**src/rtl/mempool_pkg.sv**
```systemverilog
// MemPool TCDM payload types shared by every group-to-group link.
// Latency: n/a (types and constants only).
// Backpressure: n/a.
package mempool_pkg;

  // Request from a tile's master port toward a remote group's TCDM slave port.
  typedef struct packed {
    logic [31:0] addr;
    logic        wen;
    logic [3:0]  be;
    logic [31:0] data;
    logic [7:0]  tid;
  } tcdm_slave_req_t;

  // Response returned to the requesting tile.
  typedef struct packed {
    logic [31:0] data;
    logic [7:0]  tid;
  } tcdm_master_resp_t;

  // Deepest number of requests a tile may have in flight per remote link.
  localparam int unsigned MaxTcdmOutstanding = 8;

endpackage

```
**src/rtl/tcdm_link_cut_pkg.sv**
```systemverilog
// Local types for the inter-group link cut: spill-buffer states and counter sizing.
// Latency: n/a (types and helpers only).
// Backpressure: n/a.
package tcdm_link_cut_pkg;

  typedef enum logic [1:0] {
    FifoEmpty = 2'd0,
    FifoOne   = 2'd1,
    FifoTwo   = 2'd2
  } fifo_state_e;

  // Counter must represent 0..max_out inclusive.
  function automatic int unsigned cnt_width(int unsigned max_out);
    return $clog2(max_out + 1);
  endfunction

endpackage

```
**src/rtl/tcdm_link_cut_if.sv**
```systemverilog
// One direction of an inter-group TCDM link: NumPorts request and response channels.
// Ports: req/req_valid/req_ready (request), resp/resp_valid/resp_ready (response).
// Modports: slave = side receiving requests, master = side issuing requests.
interface tcdm_link_cut_if #(
  parameter int unsigned NumPorts = 4,
  parameter type req_t  = mempool_pkg::tcdm_slave_req_t,
  parameter type resp_t = mempool_pkg::tcdm_master_resp_t
);

  req_t  [NumPorts-1:0] req;
  logic  [NumPorts-1:0] req_valid;
  logic  [NumPorts-1:0] req_ready;
  resp_t [NumPorts-1:0] resp;
  logic  [NumPorts-1:0] resp_valid;
  logic  [NumPorts-1:0] resp_ready;

  modport slave (
    input  req, req_valid, resp_ready,
    output req_ready, resp, resp_valid
  );

  modport master (
    output req, req_valid, resp_ready,
    input  req_ready, resp, resp_valid
  );

endinterface

```
**src/rtl/tcdm_spill_fifo.sv**
```systemverilog
// Two-entry spill buffer cutting every combinational path between its two sides.
// Latency: 1 cycle push-to-valid; 1 beat/cycle sustained when the consumer is ready.
// Backpressure: push_ready_o low only when both entries are full (registered).
// Ports: clk_i, rst_i (sync, active-high); push_* in, pop_* out.
module tcdm_spill_fifo
  import tcdm_link_cut_pkg::*;
#(
  parameter type T = logic
) (
  input  logic clk_i,
  input  logic rst_i,
  input  logic push_valid_i,
  output logic push_ready_o,
  input  T     push_data_i,
  output logic pop_valid_o,
  input  logic pop_ready_i,
  output T     pop_data_o
);

  fifo_state_e state_q, state_d;
  T            head_q, head_d;
  T            tail_q, tail_d;
  logic        push, pop;

  assign push_ready_o = (state_q != FifoTwo);
  // Reset masks the head so a buffered beat is never seen while being discarded.
  assign pop_valid_o  = (state_q != FifoEmpty) && !rst_i;
  assign pop_data_o   = head_q;

  assign push = push_valid_i && push_ready_o;
  assign pop  = pop_valid_o && pop_ready_i;

  always_comb begin
    state_d = state_q;
    head_d  = head_q;
    tail_d  = tail_q;
    unique case (state_q)
      FifoEmpty: begin
        if (push) begin
          head_d  = push_data_i;
          state_d = FifoOne;
        end
      end
      FifoOne: begin
        if (push && pop) begin
          head_d = push_data_i;
        end else if (push) begin
          tail_d  = push_data_i;
          state_d = FifoTwo;
        end else if (pop) begin
          state_d = FifoEmpty;
        end
      end
      FifoTwo: begin
        // No push possible here: ready is low.
        if (pop) begin
          head_d  = tail_q;
          state_d = FifoOne;
        end
      end
      default: state_d = FifoEmpty;
    endcase
  end

  always_ff @(posedge clk_i) begin
    if (rst_i) begin
      state_q <= FifoEmpty;
      head_q  <= '0;
      tail_q  <= '0;
    end else begin
      state_q <= state_d;
      head_q  <= head_d;
      tail_q  <= tail_d;
    end
  end

endmodule

```
**src/rtl/tcdm_link_cut.sv**
```systemverilog
// Register cut on an inter-group TCDM link with per-port outstanding-request accounting.
// Latency: 1 cycle per direction; full throughput while the far side is ready.
// Backpressure: slv req ready drops when the request buffer is full or MaxOutstanding reached.
// Ports: clk_i, rst_i; slv (requests in / responses out), mst (requests out / responses in);
//        outstanding_o per-port unanswered count; err_o sticky response-underflow flag.
module tcdm_link_cut
  import mempool_pkg::*;
  import tcdm_link_cut_pkg::*;
#(
  parameter int unsigned NumPorts       = 4,
  parameter int unsigned MaxOutstanding = MaxTcdmOutstanding,
  parameter type         req_t          = tcdm_slave_req_t,
  parameter type         resp_t         = tcdm_master_resp_t
) (
  input  logic                                               clk_i,
  input  logic                                               rst_i,
  tcdm_link_cut_if.slave                                     slv,
  tcdm_link_cut_if.master                                    mst,
  output logic [NumPorts-1:0][$clog2(MaxOutstanding+1)-1:0]  outstanding_o,
  output logic [NumPorts-1:0]                                err_o
);

  localparam int unsigned CntW = cnt_width(MaxOutstanding);

  req_t  [NumPorts-1:0]           req_pop_dat;
  resp_t [NumPorts-1:0]           resp_pop_dat;
  logic  [NumPorts-1:0]           req_push_rdy, req_pop_vld;
  logic  [NumPorts-1:0]           resp_push_rdy, resp_pop_vld;
  logic  [NumPorts-1:0]           cnt_full;
  logic  [NumPorts-1:0][CntW-1:0] cnt_all;
  logic  [NumPorts-1:0]           err_all;

  // cnt_full is registered-derived, so ready stays free of input paths.
  assign slv.req_ready  = req_push_rdy & ~cnt_full;
  assign mst.req_valid  = req_pop_vld;
  assign mst.req        = req_pop_dat;
  assign mst.resp_ready = resp_push_rdy;
  assign slv.resp_valid = resp_pop_vld;
  assign slv.resp       = resp_pop_dat;
  assign outstanding_o  = cnt_all;
  assign err_o          = err_all;

  for (genvar p = 0; p < NumPorts; p++) begin : g_port
    logic            req_hs, resp_hs;
    logic [CntW-1:0] cnt_q, cnt_d;
    logic            err_q, err_d;

    tcdm_spill_fifo #(.T(req_t)) i_req_fifo (
      .clk_i,
      .rst_i,
      .push_valid_i (slv.req_valid[p] & ~cnt_full[p]),
      .push_ready_o (req_push_rdy[p]),
      .push_data_i  (slv.req[p]),
      .pop_valid_o  (req_pop_vld[p]),
      .pop_ready_i  (mst.req_ready[p]),
      .pop_data_o   (req_pop_dat[p])
    );

    tcdm_spill_fifo #(.T(resp_t)) i_resp_fifo (
      .clk_i,
      .rst_i,
      .push_valid_i (mst.resp_valid[p]),
      .push_ready_o (resp_push_rdy[p]),
      .push_data_i  (mst.resp[p]),
      .pop_valid_o  (resp_pop_vld[p]),
      .pop_ready_i  (slv.resp_ready[p]),
      .pop_data_o   (resp_pop_dat[p])
    );

    // Reads and writes alike expect exactly one response each.
    assign req_hs  = slv.req_valid[p] & slv.req_ready[p];
    assign resp_hs = slv.resp_valid[p] & slv.resp_ready[p];

    assign cnt_full[p] = (cnt_q == CntW'(MaxOutstanding));
    assign cnt_all[p]  = cnt_q;
    assign err_all[p]  = err_q;

    always_comb begin
      cnt_d = cnt_q;
      err_d = err_q;
      // A response with nothing outstanding has no matching request.
      if (resp_hs && (cnt_q == '0)) begin
        err_d = 1'b1;
      end
      if (req_hs && !resp_hs) begin
        cnt_d = cnt_q + 1'b1;
      end else if (resp_hs && !req_hs && (cnt_q != '0)) begin
        cnt_d = cnt_q - 1'b1;
      end
    end

    always_ff @(posedge clk_i) begin
      if (rst_i) begin
        cnt_q <= '0;
        err_q <= 1'b0;
      end else begin
        cnt_q <= cnt_d;
        err_q <= err_d;
      end
    end
  end

endmodule

```
**src/flat_wrapper.sv**
```systemverilog
// flat-port wrapper written by rule: the top's interface ports become plain ports
module tcdm_link_cut_flat import mempool_pkg::*; import tcdm_link_cut_pkg::*;
#(
  parameter int unsigned NumPorts       = 4,
  parameter int unsigned MaxOutstanding = MaxTcdmOutstanding,
  parameter type         req_t          = tcdm_slave_req_t,
  parameter type         resp_t         = tcdm_master_resp_t
)
  (clk_i, rst_i, outstanding_o, err_o, slv_req, slv_req_valid, slv_resp_ready, slv_req_ready, slv_resp, slv_resp_valid, mst_req, mst_req_valid, mst_resp_ready, mst_req_ready, mst_resp, mst_resp_valid);
  tcdm_link_cut_if #(.NumPorts(NumPorts), .req_t(req_t), .resp_t(resp_t)) slv_i ();
  tcdm_link_cut_if #(.NumPorts(NumPorts), .req_t(req_t), .resp_t(resp_t)) mst_i ();
  input  logic clk_i;
  input  logic rst_i;
  output logic [NumPorts-1:0][$clog2(MaxOutstanding+1)-1:0] outstanding_o;
  output logic [NumPorts-1:0] err_o;
  input wire logic [$bits(slv_i.req)-1:0] slv_req;
  input wire logic [$bits(slv_i.req_valid)-1:0] slv_req_valid;
  input wire logic [$bits(slv_i.resp_ready)-1:0] slv_resp_ready;
  output wire logic [$bits(slv_i.req_ready)-1:0] slv_req_ready;
  output wire logic [$bits(slv_i.resp)-1:0] slv_resp;
  output wire logic [$bits(slv_i.resp_valid)-1:0] slv_resp_valid;
  output wire logic [$bits(mst_i.req)-1:0] mst_req;
  output wire logic [$bits(mst_i.req_valid)-1:0] mst_req_valid;
  output wire logic [$bits(mst_i.resp_ready)-1:0] mst_resp_ready;
  input wire logic [$bits(mst_i.req_ready)-1:0] mst_req_ready;
  input wire logic [$bits(mst_i.resp)-1:0] mst_resp;
  input wire logic [$bits(mst_i.resp_valid)-1:0] mst_resp_valid;
  assign slv_i.req = slv_req;
  assign slv_i.req_valid = slv_req_valid;
  assign slv_i.resp_ready = slv_resp_ready;
  assign slv_req_ready = slv_i.req_ready;
  assign slv_resp = slv_i.resp;
  assign slv_resp_valid = slv_i.resp_valid;
  assign mst_req = mst_i.req;
  assign mst_req_valid = mst_i.req_valid;
  assign mst_resp_ready = mst_i.resp_ready;
  assign mst_i.req_ready = mst_req_ready;
  assign mst_i.resp = mst_resp;
  assign mst_i.resp_valid = mst_resp_valid;
  tcdm_link_cut #(.NumPorts(NumPorts), .MaxOutstanding(MaxOutstanding), .req_t(req_t), .resp_t(resp_t)) u_core (.clk_i(clk_i), .rst_i(rst_i), .slv(slv_i), .mst(mst_i), .outstanding_o(outstanding_o), .err_o(err_o));
endmodule
```
**config.mk**
```make
export PLATFORM = sky130hd
export DESIGN_NAME = tcdm_link_cut_flat
export DESIGN_NICKNAME = d
export VERILOG_FILES = /design/src/rtl/mempool_pkg.sv /design/src/rtl/tcdm_link_cut_pkg.sv /design/src/rtl/tcdm_link_cut_if.sv /design/src/rtl/tcdm_spill_fifo.sv /design/src/rtl/tcdm_link_cut.sv /design/src/flat_wrapper.sv
export SDC_FILE = /design/constraint.sdc
export NUM_CORES = 2
export LEC_CHECK = 0
export BUFFER_PORTS_ARGS = -buffer_cell sky130_fd_sc_hd__buf_2
export CORE_AREA = 4 4 385 387
export CTS_CLUSTER_SIZE = 24
export DETAILED_ROUTE_END_ITERATION = 10
export DIE_AREA = 0 0 389 391
export GPL_TIMING_DRIVEN = 0
export SLEW_MARGIN = 0
export SYNTH_ARGS = -nofsm -noshare
export SYNTH_HDL_FRONTEND = slang
export SYNTH_SLANG_ARGS = --single-unit
```
**constraint.sdc**
```tcl
create_clock -name clk_i -period 4.4 [get_ports clk_i]
set_input_delay 0 -clock clk_i [delete_from_list [all_inputs] [get_ports clk_i]]
set_output_delay 0 -clock clk_i [all_outputs]
set_load 0.1 [all_outputs]
```
# Word level (Yosys, flattened, before mapping)
# Index checks and enable logic that the tools add are counted.
[word_totals] ff_bits=972 latch_bits=0 mem_bits_rw=0 romBits=0 input_bits=486 out_inout_bits=504 elab_cells=379 memories=0
[classes] addsub=8 n_mul=0 div=0 order_cmp=0 eq_ne=68 shifts=0 mux=88 bitwise=26 n_reduce_logical=117
[ops] op="$mux 77" count=12
[ops] op="$pmux 77 s3" count=4
[ops] op="$mux 40" count=12
[ops] op="$pmux 40 s3" count=4
[ops] op="$mux 2" count=40
[ops] op="$ne 2x2->1 const B" count=40
[ops] op="$reduce_and 4->1" count=16
[ops] op="$logic_and 1x1->1" count=48
[ops] op="$pmux 2 s3" count=8
[ops] op="$mux 4" count=8
[ops] op="$ne 3x3->1 const B" count=8
[ops] op="$reduce_and 3->1" count=8
[ops] op="$reduce_bool 2->1" count=12
[ops] op="$reduce_bool 3->1" count=8
[ops] op="$add 4x1->4 const B" count=4
[ops] op="$eq 2x1->1 const B" count=8
[ops] op="$eq 2x2->1 const B" count=8
[ops] op="$eq 4x4->1 const B" count=4
[ops] op="$logic_not 2->1" count=8
[ops] op="$logic_not 4->1" count=4
[ops] op="$reduce_bool 4->1" count=4
[ops] op="$sub 4x1->4 const B" count=4
[ops] op="$and 1x1->1" count=12
[ops] op="$not 1->1" count=12
[ops] op="3 further kinds" count=11

# Logic depth before layout (Yosys ltp)
[logic_depth] word_depth=9 ltp_mapped=12 mapped_depth_nobuf=9

# Hierarchy
# From an unflattened synthesis, not the netlist that was laid out.
[unflattened] hier_cells=4686 area_unflattened_um2=43864.6
[by_module_without_submodules] module="tcdm_spill_fifo (u_core.g_port[0].i_req_fifo ...)" n_inst=4 cells_per_inst=734 area_each_um2=6832.8 seq_area_each_um2=3123.0
[by_module_without_submodules] module="tcdm_spill_fifo (u_core.g_port[0].i_resp_fifo ...)" n_inst=4 cells_per_inst=391 area_each_um2=3749.8 seq_area_each_um2=1641.6
[by_module_without_submodules] module="tcdm_link_cut" n_inst=1 cells_per_inst=186 area_each_um2=1534.0 seq_area_each_um2=400.4

# Worst setup path after synthesis
# No wires, ideal clock.
[synth_timing] path_type="reg-to-reg" start="reg u_core.g_port[0].cnt_q[0]" end="reg u_core.g_port[0].cnt_q[3]" setup_ps=122 t_arrival_ps=3169 setup_slack_ps=1109 path_stages_with_launch=11 path_buffers=1 period_less_slack_ps=3291 path_cell_list="dfxtp_1 nor3_1 and2_1 or3_1 clkbuf_1 ha_1 a21o_1 a21oi_1 and3_1 o21ai_0 o311a_1"
[synth_between] elab_chain_cells=8 elab_cells_between_ends=14
[synth_lines] element="from (decl)" line_no="tcdm_link_cut.sv:45" rtl="logic [CntW-1:0] cnt_q, cnt_d;"
[synth_lines] element="from (signal assigned)" line_no="tcdm_link_cut.sv:97" rtl="cnt_q <= cnt_d;"
[synth_lines] element="$eq 4x4->1" line_no="tcdm_link_cut.sv:74" rtl="assign cnt_full[p] = (cnt_q == CntW'(MaxOutstanding));"
[synth_lines] element="$not 4->4" line_no="tcdm_link_cut.sv:34" rtl="assign slv.req_ready = req_push_rdy & ~cnt_full;"
[synth_lines] element="$and 4x4->4" line_no="tcdm_link_cut.sv:34"
[synth_lines] element="$and 1x1->1" line_no="tcdm_link_cut.sv:71" rtl="assign req_hs = slv.req_valid[p] & slv.req_ready[p];"
[synth_lines] element="$logic_not 1->1" line_no="tcdm_link_cut.sv:87" rtl="end else if (resp_hs && !req_hs && (cnt_q != '0)) begin"
[synth_lines] element="$logic_and 1x1->1 (2 in series)" line_no="tcdm_link_cut.sv:87"
[synth_lines] element="$reduce_bool 2->1 (no line)"
# Several ways; a longest one is shown, not always the timed one. The select of a mux whose other input is x is not followed.
# A chain may end at the register's enable or synchronous reset.

# Worst setup path in the final report
[layout_timing] start="reg u_core.g_port[1].i_req_fifo.state_q[0]" end="reg u_core.g_port[1].cnt_q[2]"
[layout_between] elab_chain_cells=7 elab_cells_between_ends=9
[layout_lines] element="from (decl)" line_no="tcdm_spill_fifo.sv:20" rtl="fifo_state_e state_q, state_d;"
[layout_lines] element="from (signal assigned)" line_no="tcdm_spill_fifo.sv:67" rtl="state_q <= FifoEmpty;"
[layout_lines] element="from (signal assigned)" line_no="tcdm_spill_fifo.sv:71" rtl="state_q <= state_d;"
[layout_lines] element="$ne 2x2->1 *" line_no="tcdm_spill_fifo.sv:25" rtl="assign push_ready_o = (state_q != FifoTwo);"
[layout_lines] element="$and 4x4->4 *" line_no="tcdm_link_cut.sv:34"
[layout_lines] element="$and 1x1->1 *" line_no="tcdm_link_cut.sv:71"
[layout_lines] element="$logic_not 1->1" line_no="tcdm_link_cut.sv:87"
[layout_lines] element="$logic_and 1x1->1 (2 in series)" line_no="tcdm_link_cut.sv:87"
[layout_lines] element="$reduce_bool 2->1 (no line)"
[layout_lines] element="to (signal assigned)" line_no="tcdm_link_cut.sv:97"
[layout_lines] element="to (decl)" line_no="tcdm_link_cut.sv:45"
# Every way passes the cells marked *; elsewhere a longest branch is shown, timed or not.

==> results.sh <==
export IMPL_synth_top_family_by_area="simple AND/OR/NAND/NOR gates"
export IMPL_ys_seq_area_frac=0.500
export IMPL_register_area_sq_um=19500
export IMPL_fillers=14600
export IMPL_netlist_area_leader_share=0.500
export IMPL_slew_violations=0
export IMPL_synth_cell_types=52
export IMPL_grt_pass1_vias=39500
export IMPL_cts_root_buffer="clkbuf_16"
export IMPL_muxShareOfSynthArea=0.0618
export IMPL_synth_ff_type="dfxtp_1"
export IMPL_max_slew_margin=0.0852
export IMPL_worst_setup_path_type="flip-flop to flip-flop"
export IMPL_power_total_mw=27.9
export IMPL_drv_cap=0
export IMPL_hold_viol=0
export IMPL_powerDensity_nw_per_um2=503
export IMPL_ctsHoldBuffers=548
export IMPL_final_min_clock_period_ps=3560
export IMPL_critPathMaxStageDelay_ps=750
export IMPL_cp_num_cells=10
export IMPL_synth_compound_area_share=0.183
export IMPL_grt_max_degree=17
export IMPL_maxClockFrequency_mhz=281
export IMPL_synth_xor_area_frac=0.00113
export IMPL_busiest_layer="met2"
export IMPL_p_leak_nw=23.9
export IMPL_finalSetupTns_ps=0
export IMPL_clk_pin_slew_ps=60
export IMPL_grt_pass1_wl_microns=252000
export IMPL_async_flop_share=0
export IMPL_synthCells=4707
export IMPL_synth_edf_count=0
export IMPL_critPathRequiredTime_ps=5000
export IMPL_cp_slowest_cell="clkbuf_1"
export IMPL_syn_num_nets=5205
export IMPL_min_path_cells=5
export IMPL_worst_path_buf_inv=2
export IMPL_synth_top_area_cell="dfxtp_1"
export IMPL_clock_path_buffers=3
export IMPL_grtUsageTotal=0.216
export IMPL_start_util=0.269
export IMPL_cts_resized=0
export IMPL_ir_worst_vdd_uv=336
export IMPL_ys_ff_latch=972
export IMPL_tightestPinTransition_ps=1370
export IMPL_gp_congestion=0.939
export IMPL_core_sq_um=145000
export IMPL_synth_adder_area_share=0.00514
export IMPL_grt_overflow=0
export IMPL_setup_viol=0
export IMPL_vias=40700
export IMPL_dieHeight_microns=391
export IMPL_yosys_cell_count_top_type="nand2_1"
export IMPL_cts_buffers=109
export IMPL_crit_chain="nand2b_1 > clkbuf_1 > clkbuf_1 > nand4_1 > fa_1 > xor2_1 > nor2_1 > nand3_1 > o311ai_0 > a211oi_1"
export IMPL_timing_final_crit_share=0.810
export IMPL_syn_avg_cell_area_sq_um=8.27
export IMPL_rsz0062_at_grt="false"
export IMPL_drive_gt1_frac=0.207
export IMPL_drc_errors=0
export IMPL_io_pin_count=990
export IMPL_die_area_sq_um=152000
export IMPL_routed_wl_microns=173000
export IMPL_dp_hpwl_microns=131000
export IMPL_port_buffers=989
export IMPL_end_kind="flip-flop"
export IMPL_num_rows=140
export IMPL_viasPerCell=4.85
export IMPL_synth_area_sq_um=38900
export IMPL_syn_to_final_growth_pct=42.6
export IMPL_yosysWarnings=0
export IMPL_antenna_found_initial=33
export IMPL_met1_usage=0.259
export IMPL_outcome="completed"
export IMPL_ctsHtreeMaxLevel=3
export IMPL_detail_route_wl_per_cell_microns=20.6
export IMPL_first_iter_violations=2579
export IMPL_dr_pass1_iters=6
export IMPL_cts_tree="yes"
export IMPL_cp_max_fo=10
export IMPL_worst_setup_path_start_kind="flip-flop"
export IMPL_synth_common_cells="nand2_1 (1422), dfxtp_1 (972), nor2_1 (501)"
export IMPL_fin_nets=6853
export IMPL_clk_latency_ps=740
export IMPL_multi_input_area_sq_um=17600
export IMPL_fin_ws_ps=837
export IMPL_cp_top_family="buffers and inverters"
export IMPL_die_x_microns=389
export IMPL_synthSimpleGateAreaFrac=0.202
export IMPL_crit_arrival_ps=4160
export IMPL_synthTopCellsByArea="dfxtp_1 (50%), nand2_1 (14%), a21oi_1 (6.4%)"
export IMPL_postCtsSetupBuffers=0
export IMPL_dp_slack_ps=635
export IMPL_clock_sinks=972
export IMPL_crit_top_cell="clkbuf_1"
export IMPL_fin_worst_skew_ps=53.8
export IMPL_reg2reg_depth=10
export IMPL_hold_slack_ps=71.0
export IMPL_use_met2=0.361
export IMPL_hp_class="input pin to flip-flop"
export IMPL_ant_nets=0
export IMPL_grt_use_met3=0.0540
path summary, 6_finish.rpt:
kind / startpoint / to / slack [ps]
hold reg to reg: u_core.g_port[0].i_resp_fifo.tail_q[9] / u_core.g_port[0].i_resp_fifo.tail_q[9] / 450
setup reg to reg: u_core.g_port[1].i_req_fifo.state_q[0] / u_core.g_port[1].cnt_q[2] / 840
setup / recovery: u_core.g_port[1].i_req_fifo.state_q[0] / u_core.g_port[1].cnt_q[2] / 840
hold / removal: rst_i / u_core.g_port[3].i_resp_fifo.state_q[1] / 70
layout by cell type, fill, tap and decap left out, drive strengths merged, types with 5 or more instances in the layout:
master,instances
dlygate4sd3,548
and2,7
a31oi,11
nand2,1422
nand2b,12
inv,16
buf,1117
mux2i,239
o22a,5
nor3,13
a311oi,231
bufinv,5
a21o,12
diode,31
o21ai,14
nor2,501
a21oi,497
clkbuf,451
nand3,11
clkinvlp,6
dfxtp,972
ha,8
a211oi,246
nor3b,7
clkinv,23
nor2b,12
and3,8
tightest hold or removal path: cells and delay by family:
kind / cells / cell delay [ps]
buffers and inverters: 1 / 250
AO/OA/AOI/OAI: 2 / 310
AND/OR/NAND/NOR: 2 / 170
through the flow:
step | cells | util | cell area (sq um)
6_report | 8394 | 0.383 | 55500
3_5_place_dp | 7613 | 0.319 | 46300
5_1_grt | 8377 | 0.383 | 55500
2_1_floorplan | 4707 | - | 38900
4_1_cts | 8363 | 0.383 | 55400
3_3_place_gp | 7613 | 0.319 | 46300
cells by family (layout without fill, tap and decap cells):
group                      count (synthesis)  after routing
and+or+nand+nor                         2017           2017
AOI/OAI and AO/OA                       1032           1032
DFF                                      972            972
buffers and inverters                    427           2166
muxes                                    240            240
adders and majority gates                 14             14
xor gates and xnor gates                   5              5
other                                      0             31
area by class of cell:
cell class / count / share of cell area
antenna: 31 / 0.00140
buffer: 416 / 0.0323
clock buffer: 163 / 0.0580
clock inverter: 39 / 0.00812
inverter: 11 / 0.000744
multi-input combinational: 3308 / 0.318
sequential: 972 / 0.351
tap: 1917 / 0.0432
timing repair buffer: 1537 / 0.188
power breakdown:
group          total, mW  switching [mW]  internal, mW  leakage (nW)
Sequential          10.1           0.497          9.58          7.97
Clock               9.32            3.94          5.38          1.79
Combinational       8.51            6.71          1.80          14.1
sequential cells by signal (all words and copies together) (netlist names):
name and count:
u_core.g_port.i_resp_fifo.pop_data_o 160, u_core.g_port.i_resp_fifo.tail_q 160, u_core.g_port.i_req_fifo.state_q 8, u_core.g_port.i_resp_fifo.state_q 8, u_core.g_port.i_req_fifo.pop_data_o 308, u_core.g_port.err_q 4
u_core.g_port.cnt_q 16, u_core.g_port.i_req_fifo.tail_q 308
metal layers:
metal	part of all wire	wire length, microns
met1	0.40	69100
met2	0.46	80400
met3	0.081	14100
met4	0.054	9350
met5	0.00019	33
Power figures use the tool's default switching activity.
